[config.mk]
export PLATFORM = sky130hd
export DESIGN_NAME = bus_slave_mux
export DESIGN_NICKNAME = d
export VERILOG_FILES = /design/src/rtl/bus_pkg.sv /design/src/rtl/bus_wdt.sv /design/src/rtl/bus_slave_mux.sv
export SDC_FILE = /design/constraint.sdc
export NUM_CORES = 1
export LEC_CHECK = 0
export CORE_AREA = 4 4 184 186
export CTS_CLUSTER_DIAMETER = 50
export DETAILED_ROUTE_END_ITERATION = 6
export DIE_AREA = 0 0 188 190
export HOLD_SLACK_MARGIN = 0.1
export PLACE_DENSITY = 0.53
export SETUP_SLACK_MARGIN = 0.3
export SLEW_MARGIN = 15
export SYNTH_ARGS = -nofsm -noshare
export SYNTH_HDL_FRONTEND = slang
export SYNTH_SLANG_ARGS = --single-unit
export TNS_END_PERCENT = 5
[constraint.sdc]
create_clock -name clk_i -period 5.4 [get_ports clk_i]
set_input_delay 1.35 -clock clk_i [delete_from_list [all_inputs] [get_ports clk_i]]
set_output_delay 1.35 -clock clk_i [all_outputs]
set_load 0.01 [all_outputs]
[src/rtl/bus_pkg.sv]
// Shared types and constants for the system-bus slave fan-out and its watchdog.
package bus_pkg;

  // Transaction sequencer states.
  typedef enum logic [1:0] {
    ST_IDLE = 2'd0,
    ST_STRB = 2'd1,
    ST_WAIT = 2'd2,
    ST_RESP = 2'd3
  } bus_state_e;

  // Read data returned whenever a transaction ends in an error response.
  localparam logic [31:0] ERR_RDATA_DEFAULT = 32'hDEAD_BEEF;

  // Width of the saturating timeout counter.
  localparam int TMO_CNT_W = 16;

  // Ceiling log2, usable in parameter expressions; returns 0 for values <= 1.
  function automatic int clog2(input int value);
    int result;
    result = 0;
    for (int v = value - 1; v > 0; v = v >> 1) begin
      result++;
    end
    return result;
  endfunction

endpackage

[src/rtl/bus_wdt.sv]
// Transaction watchdog: a down-counter reloaded by clear and decremented while
// enabled. expire is raised in the cycle in which the counter sits at zero,
// which is TIMEOUT enabled cycles after the last clear.
module bus_wdt
  import bus_pkg::*;
#(
  parameter int TIMEOUT = 256
) (
  input  logic clk_i,
  input  logic rstn_i,
  input  logic clear,
  input  logic enable,
  output logic expire
);

  localparam int CW = clog2(TIMEOUT);
  localparam logic [CW-1:0] LOAD = CW'(TIMEOUT - 1);

  logic [CW-1:0] cnt_q;

  // Reload on clear, otherwise count down towards zero while enabled.
  always_ff @(posedge clk_i) begin
    if (!rstn_i) begin
      cnt_q <= '0;
    end else if (clear) begin
      cnt_q <= LOAD;
    end else if (enable && (cnt_q != '0)) begin
      cnt_q <= cnt_q - 1'b1;
    end
  end

  assign expire = enable && (cnt_q == '0);

endmodule

[src/rtl/bus_slave_mux.sv]
// Single-clock bus fan-out: routes one master request to one of NS slave
// ports selected by an address field, supervises each transaction with a
// watchdog and guarantees exactly one acknowledge per accepted request.
//
// state | meaning
// IDLE  | waiting for a request; decodes the slave index
// STRB  | one-cycle read/write strobe to the selected slave
// WAIT  | waiting for the selected slave's ack or the watchdog
// RESP  | one-cycle acknowledge to the master with latched data/err
module bus_slave_mux
  import bus_pkg::*;
#(
  parameter int AW = 32,
  parameter int DW = 32,
  parameter int NS = 8,
  parameter int DEC_LSB = 20,
  parameter int TIMEOUT = 256,
  parameter logic [DW-1:0] ERR_RDATA = DW'(ERR_RDATA_DEFAULT)
) (
  input  logic                 clk_i,
  input  logic                 rstn_i,
  input  logic [AW-1:0]        sys_addr_i,
  input  logic [DW-1:0]        sys_wdata_i,
  input  logic [DW/8-1:0]      sys_sel_i,
  input  logic                 sys_wen_i,
  input  logic                 sys_ren_i,
  output logic [DW-1:0]        sys_rdata_o,
  output logic                 sys_err_o,
  output logic                 sys_ack_o,
  output logic [AW-1:0]        slv_addr_o,
  output logic [DW-1:0]        slv_wdata_o,
  output logic [DW/8-1:0]      slv_sel_o,
  output logic [NS-1:0]        slv_wen_o,
  output logic [NS-1:0]        slv_ren_o,
  input  logic [NS*DW-1:0]     slv_rdata_i,
  input  logic [NS-1:0]        slv_err_i,
  input  logic [NS-1:0]        slv_ack_i,
  output logic                 busy_o,
  output logic [TMO_CNT_W-1:0] tmo_cnt_o
);

  localparam int SW = DW / 8;
  localparam int IW = (clog2(NS) < 1) ? 1 : clog2(NS);

  bus_state_e state_q, state_d;

  logic [AW-1:0]        addr_q;
  logic [DW-1:0]        wdata_q;
  logic [SW-1:0]        sel_q;
  logic [IW-1:0]        idx_q;
  logic                 wr_q;
  logic [DW-1:0]        rdata_q;
  logic                 err_q;
  logic [TMO_CNT_W-1:0] tmo_q;

  logic [IW-1:0] req_idx;
  logic          req_valid;
  logic          req_decoded;

  logic          ack_sel;
  logic          err_sel;
  logic [DW-1:0] rdata_sel;

  logic          capture;
  logic          load_resp;
  logic [DW-1:0] resp_rdata;
  logic          resp_err;
  logic          tmo_hit;

  logic          wdt_clear;
  logic          wdt_enable;
  logic          wdt_expire;

  assign req_idx     = sys_addr_i[DEC_LSB +: IW];
  assign req_valid   = sys_wen_i | sys_ren_i;
  // The extra leading zero keeps the compare meaningful when NS == 2**IW.
  assign req_decoded = ({1'b0, req_idx} < (IW + 1)'(NS));

  // Pick the ack, error and read data of the slave addressed by the latched index.
  always_comb begin
    ack_sel   = 1'b0;
    err_sel   = 1'b0;
    rdata_sel = '0;
    for (int k = 0; k < NS; k++) begin
      if (idx_q == IW'(k)) begin
        ack_sel   = slv_ack_i[k];
        err_sel   = slv_err_i[k];
        rdata_sel = slv_rdata_i[k*DW +: DW];
      end
    end
  end

  bus_wdt #(
    .TIMEOUT(TIMEOUT)
  ) u_wdt (
    .clk_i  (clk_i),
    .rstn_i (rstn_i),
    .clear  (wdt_clear),
    .enable (wdt_enable),
    .expire (wdt_expire)
  );

  // State register.
  always_ff @(posedge clk_i) begin
    if (!rstn_i) begin
      state_q <= ST_IDLE;
    end else begin
      state_q <= state_d;
    end
  end

  // Next-state and datapath control; a slave ack in the expiry cycle wins.
  always_comb begin
    state_d    = state_q;
    capture    = 1'b0;
    load_resp  = 1'b0;
    resp_rdata = '0;
    resp_err   = 1'b0;
    tmo_hit    = 1'b0;
    wdt_clear  = 1'b0;
    wdt_enable = 1'b0;
    unique case (state_q)
      ST_IDLE: begin
        wdt_clear = 1'b1;
        if (req_valid) begin
          capture = 1'b1;
          if (req_decoded) begin
            state_d = ST_STRB;
          end else begin
            state_d    = ST_RESP;
            load_resp  = 1'b1;
            resp_rdata = ERR_RDATA;
            resp_err   = 1'b1;
          end
        end
      end
      ST_STRB, ST_WAIT: begin
        wdt_enable = 1'b1;
        if (ack_sel) begin
          state_d    = ST_RESP;
          load_resp  = 1'b1;
          resp_rdata = wr_q ? '0 : rdata_sel;
          resp_err   = err_sel;
        end else if (wdt_expire) begin
          state_d    = ST_RESP;
          load_resp  = 1'b1;
          resp_rdata = ERR_RDATA;
          resp_err   = 1'b1;
          tmo_hit    = 1'b1;
        end else begin
          state_d = ST_WAIT;
        end
      end
      ST_RESP: begin
        state_d = ST_IDLE;
      end
      default: begin
        state_d = ST_IDLE;
      end
    endcase
  end

  // Request capture, response latch and saturating timeout count.
  always_ff @(posedge clk_i) begin
    if (!rstn_i) begin
      addr_q  <= '0;
      wdata_q <= '0;
      sel_q   <= '0;
      idx_q   <= '0;
      wr_q    <= 1'b0;
      rdata_q <= '0;
      err_q   <= 1'b0;
      tmo_q   <= '0;
    end else begin
      if (capture) begin
        addr_q  <= sys_addr_i;
        wdata_q <= sys_wdata_i;
        sel_q   <= sys_sel_i;
        idx_q   <= req_idx;
        wr_q    <= sys_wen_i;
      end
      if (load_resp) begin
        rdata_q <= resp_rdata;
        err_q   <= resp_err;
      end
      if (tmo_hit && (tmo_q != '1)) begin
        tmo_q <= tmo_q + 1'b1;
      end
    end
  end

  // One-hot strobe towards the addressed slave during the STRB cycle only.
  always_comb begin
    slv_wen_o = '0;
    slv_ren_o = '0;
    if (state_q == ST_STRB) begin
      for (int k = 0; k < NS; k++) begin
        if (idx_q == IW'(k)) begin
          slv_wen_o[k] = wr_q;
          slv_ren_o[k] = !wr_q;
        end
      end
    end
  end

  assign slv_addr_o  = addr_q;
  assign slv_wdata_o = wdata_q;
  assign slv_sel_o   = sel_q;
  assign sys_rdata_o = rdata_q;
  assign sys_err_o   = err_q;
  assign sys_ack_o   = (state_q == ST_RESP);
  assign busy_o      = (state_q != ST_IDLE);
  assign tmo_cnt_o   = tmo_q;

endmodule

======== Word level (Yosys, flattened, before mapping) ========
Index checks and enable logic that the tools add are counted.
cells by class
  $add $sub $neg .......................... 2
  order comparisons ....................... 0
  bitwise operators ....................... 1
  reductions and logical operators ........ 11
  eq/ne operators ......................... 12
  shifts and indexed selects .............. 0
  mux-type cells .......................... 63
  divide/modulo/power cells ............... 0
  multiply operators ...................... 0
operators by type and width
  kind                                                                count
  32-bit two-way mux                                                  12
  1-bit two-way mux                                                   45
  8-bit two-way mux                                                   4
  16-bit by 1-bit adder with 16-bit output, second input constant     1
  16-bit != test, second input constant                               1
  3-bit == test, second input constant                                4
  8-bit logical NOT                                                   1
  8-bit nonzero test                                                  1
  8-bit by 1-bit subtractor with 8-bit output, second input constant  1
  3-bit by 2-bit == test with 1-bit output, second input constant     2
  2-bit case mux with 3 select lines                                  1
  2-bit == test, second input constant                                2
  2-bit nonzero test                                                  2
  3-bit by 1-bit == test with 1-bit output, second input constant     1
  1-bit logical AND                                                   3
  3-bit logical NOT                                                   1
  2-bit by 1-bit == test with 1-bit output, second input constant     1
  2-bit logical NOT                                                   1
  2-bit two-way mux                                                   1
  2-bit != test, second input constant                                1
  2-bit OR reduction                                                  1
  1-bit logical NOT                                                   1
  1-bit bitwise OR                                                    1
storage, ports and cells
  register bits after elaboration ......... 131
  bits of input ports ..................... 344
  memories ................................ 0
  ROM bits ................................ 0
  memory bits (writable) .................. 0
  bits in latches ......................... 0
  logic and storage cells ................. 99
  output and inout port bits .............. 135

======== Logic depth before layout (Yosys ltp) ========
Gate-level depths: netlist of the first run.
  depth after elaboration ................. 12
  depth in mapped cells ................... 8

======== By module ========
A second synthesis of the first run with hierarchy kept.
unflattened totals
  cells, all modules ...................... 895
  area total of the unflattened synthesis .. 7307.0 µm²
by module, submodules not included
  module         cells an instance  area each (µm²)  instances
  bus_slave_mux  837                6821.5           1
  bus_wdt        58                 485.5            1

======== Worst setup path before layout of the first run ========
No wires, ideal clock.
  path kind ............................... register -> output
  start ................................... register, netlist name slv_addr_o[21]
  end ..................................... output slv_ren_o[0]
  cell stages (with the launch flop) ...... 6
  arrival time ............................ 1.675 ns
  slack ................................... 2.375 ns
  path buffers ............................ 3
  cells stage by stage .................... dfxtp_1 -> buf_4 -> buf_2 -> clkbuf_1 -> or3b_2 -> nor3_1
RTL lines
  item       RTL line             source
  to (decl)  bus_slave_mux.sv:34  output logic [NS-1:0] slv_ren_o,

==> results.json, run 1 <==
{
  "status": "finished clean",
  "ys.flop_type": "dfxtp_1",
  "crit_path_start_kind": "flip-flop",
  "io_buffers": 478,
  "design_area_mm2": 0.0132,
  "cp_slowest_cell": "dfxtp_4",
  "dr.pass1.iters": 5,
  "hold_violations": 0,
  "cts_root_buffer": "clkbuf_16",
  "fin_nets": 1678,
  "synth-edff-count": 0,
  "power_frac_seq_pct": 27.9,
  "grt_antenna_before_repair": 1,
  "critPathTopFamily": "simple AND/OR/NAND/NOR gates",
  "crit_chain": "and2_1 -> nand2_1 -> nor3b_1 -> clkdlybuf4s50_1",
  "clk_pin_slew_ns": 0.06,
  "min_path_type": "reg -> reg",
  "die_w_um": 188,
  "area_growth_pct": 76.0,
  "drc": 0,
  "rsz0062_at_grt": "no",
  "finalPower_uw": 5160,
  "hpwl_um": 28400,
  "ant_nets": 0,
  "groute.usage.overall_pct": 19.1,
  "async_flop_share_pct": 0,
  "cp.depth": 4,
  "worstPathArrival_ns": 2.71,
  "dpl_worst_slack_ns": 1.57,
  "num_rows": 66,
  "route.vias.total": 8427,
  "synth_top_cell_by_area": "dfxtp_1",
  "postCtsSetupBuffers": 0,
  "vias_per_cell": 4.72,
  "syn_area_per_cell_um2": 8.42,
  "drive_gt1_share_pct": 11.1,
  "grt_pass1_wl_um": 53000,
  "cts_inserted_buffers": 17,
  "h-tree-depth": 4,
  "grt_start_max_net_pins": 68,
  "core-area_mm2": 0.0323,
  "place_congestion": 0.855,
  "syn_inst": 893,
  "slowest_delay_ns": 0.76,
  "grt-ovfl-total": 0,
  "power.leakage_uw": 0.00462,
  "diodes": 0,
  "multi_input_area_mm2": 0.00458,
  "cp-end-kind": "output pin",
  "filler_cell_count": 3293,
  "setup_ws_ns": 1.34,
  "swShare_pct": 40.2,
  "synth_top_area_share_pct": 34.1,
  "final_cells": 1784,
  "drv_slew": 0,
  "die_y_um": 190,
  "seq_area_mm2": 0.00257,
  "cts_tree": "yes",
  "crit_type": "reg -> out",
  "cp_max_fo": 47,
  "p_per_area_mw_per_mm2": 390,
  "ctsHoldBuffers": 0,
  "hold_depth": 2,
  "initial_utilization_pct": 23.3,
  "ys_seq_area_share_pct": 34.1,
  "clockPowerShare_pct": 22.6,
  "synth_warnings": 0,
  "num_io_pins": 479,
  "dp_cells": 1752,
  "combPwrFrac_pct": 49.5,
  "worst_slew_pin_slew_ns": 0.914,
  "drt_wl_total_um": 36200,
  "p_sw_uw": 2070,
  "ir_drop_v": 0.000223,
  "slew_headroom_pct": 38.8,
  "ctsLongestPathBuffers": 2,
  "cts_sinks": 128,
  "netlist_area_mm2": 0.00752,
  "drt_iter0_drc": 395,
  "cp.required_ns": 4.05,
  "placed_cell_area_mm2": 0.0126,
  "skew_ns": 0.0141,
  "clk_latency_ns": 0.43,
  "rr_worst_depth": 7,
  "cts_resized": 0,
  "p_int_uw": 3090,
  "synth_fp_nets": 1242,
  "cap_viol_max_count": 0,
  "min_period_ns": 4.06,
  "setup_viol": 0,
  "ys_seq_elements": 128,
  "wl_per_cell_um": 20.3,
  "grt_pass1_vias": 8566,
  "dieArea_mm2": 0.0357,
  "fmax_ghz": 0.247,
  "cp_num_buf_inv": 1,
  "fin_setup_tns_ns": 0,
  "finalCritPeriodShare_pct": 75.1,
  "yosysUniqueCellTypes": 56,
  "netlist_top_cells_area": "dfxtp_1 34%, nand2_1 8.7%, a21oi_1 7.9%"
}
==> stage by stage <==
stage	hold WS, ns	util, %
after floorplan	0.460	-
after global placement	0.441	39.2
after detailed placement	0.445	39.2
after CTS	0.455	41.0
after global routing	0.475	41.0
final	0.454	41.0
==> power groups by stage <==
stage	clock, uW	sequential (uW)	combinational, uW
after global placement	0	1450	2570
after detailed placement	0	1460	2580
final	1170	1440	2560
after global routing	1250	1480	2780
after CTS	1210	1450	2590
after floorplan	0	1460	1390
==> registers in the layout (all words and copies together) (netlist names) <==
signal       cells
slv_addr_o      32
tmo_cnt_o       16
sys_err_o        1
sys_rdata_o     32
u_wdt.cnt_q      8
state_q          2
slv_sel_o        4
slv_wdata_o     32
wr_q             1
==> routing by layer <==
layer / vias to the layer above / GRT usage (%) / wire length (um)
li1: 4118 / - / -
met1: 3933 / 22.1 / 14400
met2: 335 / 32.9 / 17900
met3: 39 / 6.86 / 2990
met4: 2 / 5.96 / 825
met5: - / 0 / 13
==> worst reg2reg max path: cells and delay by family, from the launching register on <==
family / cells / cell delay (ns)
compound gates: 1 / 0.24
buf+inv: 2 / 0.94
flops: 1 / 0.76
mux: 1 / 0.24
simple gates: 3 / 1.18
==> cell type report <==
type / count / area share (%)
clock buffer: 17 / 3.21
clock inverter: 15 / 1.25
inverter: 8 / 0.236
multi-input combinational: 679 / 34.6
sequential: 128 / 19.4
tap: 442 / 4.18
timing repair buffer: 495 / 37.1
==> final timing paths <==
check                               startpoint              end  slack [ns]
worst min-delay path              slv_sel_o[3]     slv_sel_o[3]        0.45
worst max register to register  slv_addr_o[21]  sys_rdata_o[10]        1.95
worst max-delay path            slv_addr_o[21]     slv_ren_o[7]        1.34
worst min register to register    slv_sel_o[3]     slv_sel_o[3]        0.45
==> synthesized netlist by cell type, types with 13 or more instances <==
library cell  instances
nor3_1               22
o31ai_1              16
clkbuf_1             43
a2111o_1             13
a211oi_1             15
mux4_2               20
nand2b_1             22
o22ai_1              27
o21ai_0              26
nor2_1               37
dfxtp_1             128
mux2i_1              36
nand2_1             174
a21oi_1             118
mux2_2               51
buf_2                20
==> placed cells by master, fill, tap and decap left out, types with 4 or more instances in the layout <==
master | Yosys | routed
mux2i_1 | 36 | 36
nand2_1 | 174 | 174
inv_8 | 0 | 6
or2_2 | 9 | 9
o22ai_1 | 27 | 27
clkdlybuf4s50_1 | 0 | 478
or4_1 | 9 | 9
mux4_2 | 20 | 20
a21oi_1 | 118 | 118
o32ai_1 | 5 | 5
nor3b_1 | 6 | 6
clkbuf_16 | 0 | 17
o31ai_1 | 16 | 16
a211oi_1 | 15 | 15
ha_1 | 5 | 5
dfxtp_1 | 128 | 124
o21ai_0 | 26 | 26
xnor2_1 | 5 | 5
a2111o_1 | 13 | 13
buf_4 | 6 | 17
nor3_1 | 22 | 22
mux2_2 | 51 | 51
nor2_1 | 37 | 36
inv_6 | 0 | 4
nand2b_1 | 22 | 22
o211ai_1 | 11 | 11
nand3_1 | 11 | 11
or3_1 | 4 | 4
inv_1 | 7 | 6
==> cells by family (layout without fill, tap and decap cells) <==
family / after synthesis / in the layout / share of synthesized area, %
simple gates: 318 / 318 / 20.3
compound gates: 241 / 241 / 20.0
flops: 128 / 128 / 34.1
mux: 109 / 109 / 18.7
buf+inv: 86 / 535 / 5.32
xor+xnor: 6 / 6 / 0.699
fa+ha+maj: 5 / 5 / 0.832
Note: power is estimated with default switching activity, not from simulation.
==> inputs of run 2 (changes only) <==
CORE_AREA = 4 4 183 185   (was 4 4 184 186)
DIE_AREA = 0 0 187 189   (was 0 0 188 190)
PLACE_DENSITY = 0.55   (was 0.53)
clock period = 3.4 ns   (was 5.4 ns; I/O delays follow)
==> results.json, run 2 (synthesis gave the netlist of run 1 again) <==
{
  "status": "finished clean",
  "place_congestion": 0.871,
  "slowest_delay_ns": 0.57,
  "initial_utilization_pct": 23.5,
  "drive_gt1_share_pct": 12.5,
  "vias_per_cell": 4.81,
  "worstPathArrival_ns": 2.25,
  "grt_pass1_wl_um": 52800,
  "grt_antenna_before_repair": 3,
  "area_growth_pct": 78.4,
  "io_buffers": 478,
  "ir_drop_v": 0.000316,
  "fin_setup_tns_ns": 0,
  "drt_wl_total_um": 35500,
  "setup_viol": 0,
  "skew_ns": 0.0156,
  "drc": 0,
  "fmax_ghz": 0.323,
  "die_w_um": 187,
  "min_path_type": "reg -> reg",
  "dpl_worst_slack_ns": 0.174,
  "die_y_um": 189,
  "h-tree-depth": 4,
  "hpwl_um": 27800,
  "min_period_ns": 3.10,
  "cp_num_buf_inv": 1,
  "grt-ovfl-total": 0,
  "drt_iter0_drc": 283,
  "cts_inserted_buffers": 17,
  "p_per_area_mw_per_mm2": 618,
  "dieArea_mm2": 0.0353,
  "ant_nets": 0,
  "wl_per_cell_um": 20.1,
  "worst_slew_pin_slew_ns": 0.735,
  "fin_nets": 1695,
  "clk_latency_ns": 0.42,
  "groute.usage.overall_pct": 19.0,
  "ctsLongestPathBuffers": 2,
  "final_common_cell": "clkdlybuf4s50_1",
  "power.leakage_uw": 0.00473,
  "rsz0062_at_grt": "yes",
  "final_cell_mix": "477 x clkdlybuf4s50_1, 174 x nand2_1, 124 x dfxtp_1",
  "route.vias.total": 8518,
  "grt_pass1_vias": 8637,
  "cap_viol_max_count": 0,
  "clk_pin_slew_ns": 0.06,
  "num_io_pins": 479,
  "cts_sinks": 128,
  "core-area_mm2": 0.0320,
  "dr.pass1.iters": 4,
  "crit_type": "reg -> out",
  "cts_root_buffer": "clkbuf_16",
  "critPathTopFamily": "simple AND/OR/NAND/NOR gates",
  "setup_ws_ns": 0.301,
  "cp-end-kind": "output pin",
  "num_rows": 66,
  "finalCritPeriodShare_pct": 91.1,
  "utilization_pct": 41.9,
  "cp_max_fo": 6,
  "cp_slowest_cell": "clkdlybuf4s50_1",
  "crit_path_start_kind": "flip-flop",
  "cts_tree": "yes",
  "slew_headroom_pct": 50.8,
  "crit_chain": "ha_2 -> or3b_4 -> nor2_2 -> clkdlybuf4s50_1",
  "hold_violations": 0,
  "drv_slew": 0,
  "grt_start_max_net_pins": 67,
  "cp.required_ns": 2.55
}
[run 2: cell types whose count changed in the layout (fill, tap and decap cells not counted), moves of 3 or more]
cell and change:
clkinv_8 -3, buf_12 +3, inv_8 -3, diode_2 +3, buf_4 +13
[run 2: final cells by class]
| cell class | instances | area [um2] |
|---|---|---|
| fill | 3265 | 18600 |
| timing repair buffer | 512 | 5080 |
| multi-input combinational | 679 | 4600 |
| sequential | 128 | 2570 |
| tap | 408 | 510 |
| clock buffer | 18 | 439 |
| clock inverter | 14 | 166 |
| inverter | 8 | 31.3 |
| antenna | 3 | 7.51 |
[run 2: routing by layer]
metal  track usage, %  up-vias  part of all wire, %
met5                0        -                0.037
met4             5.23        2                  1.7
met3             6.80       28                  8.1
met2             32.8      334                   49
met1             22.3     4006                   41
li1                 -     4148                    -
[run 2: metrics by stage]
stage | power (uW) | cell area [um2] | instances | hold slack [ns]
5_1_grt | 8860 | 13400 | 1769 | 0.471
6_report | 8280 | 13400 | 1770 | 0.453
3_5_place_dp | 6430 | 12700 | 1731 | 0.446
3_3_place_gp | 6400 | 12700 | 1731 | 0.441
4_1_cts | 8420 | 13400 | 1763 | 0.455
2_1_floorplan | 4520 | 7520 | 893 | 0.460
[run 2: power by group]
part / switching, uW / internal (uW) / leakage, uW
Sequential: 312 / 1920 / 0.00105
Clock: 779 / 1130 / 0.000299
Combinational: 2080 / 2070 / 0.00338
Total: 3170 / 5110 / 0.00473
[run 2: final timing paths]
| kind | start | end | slack (ns) | cells after the start |
|---|---|---|---|---|
| setup reg to reg | slv_addr_o[20] | sys_rdata_o[29] | 0.87 | 5 |
| setup / recovery | state_q[0] | slv_wen_o[1] | 0.30 | 4 |
| hold reg to reg | slv_wdata_o[20] | slv_wdata_o[20] | 0.45 | 2 |
| hold / removal | slv_wdata_o[20] | slv_wdata_o[20] | 0.45 | 2 |
[run 2: worst register-to-register path: cells and delay by family (launching register included)]
| kind | cells | cell delay (ns) |
|---|---|---|
| AO/OA/AOI/OAI | 1 | 0.21 |
| flip-flops | 1 | 0.55 |
| multiplexers | 2 | 0.85 |
| buffers and inverters | 2 | 0.82 |
[run 2: what timing repair did]
item / 4_1_cts / 5_1_grt
setup endpoints to repair: 11 / 10
setup buffers: 0 / 4
resized for setup: 7 / 1
hold buffers: 0 / 0
==> inputs of run 3 (changes only) <==
HOLD_SLACK_MARGIN = 0.03   (was 0.1)
==> results of run 3 <==
The final DEF is identical to that of run 2; final timing and power are the same.
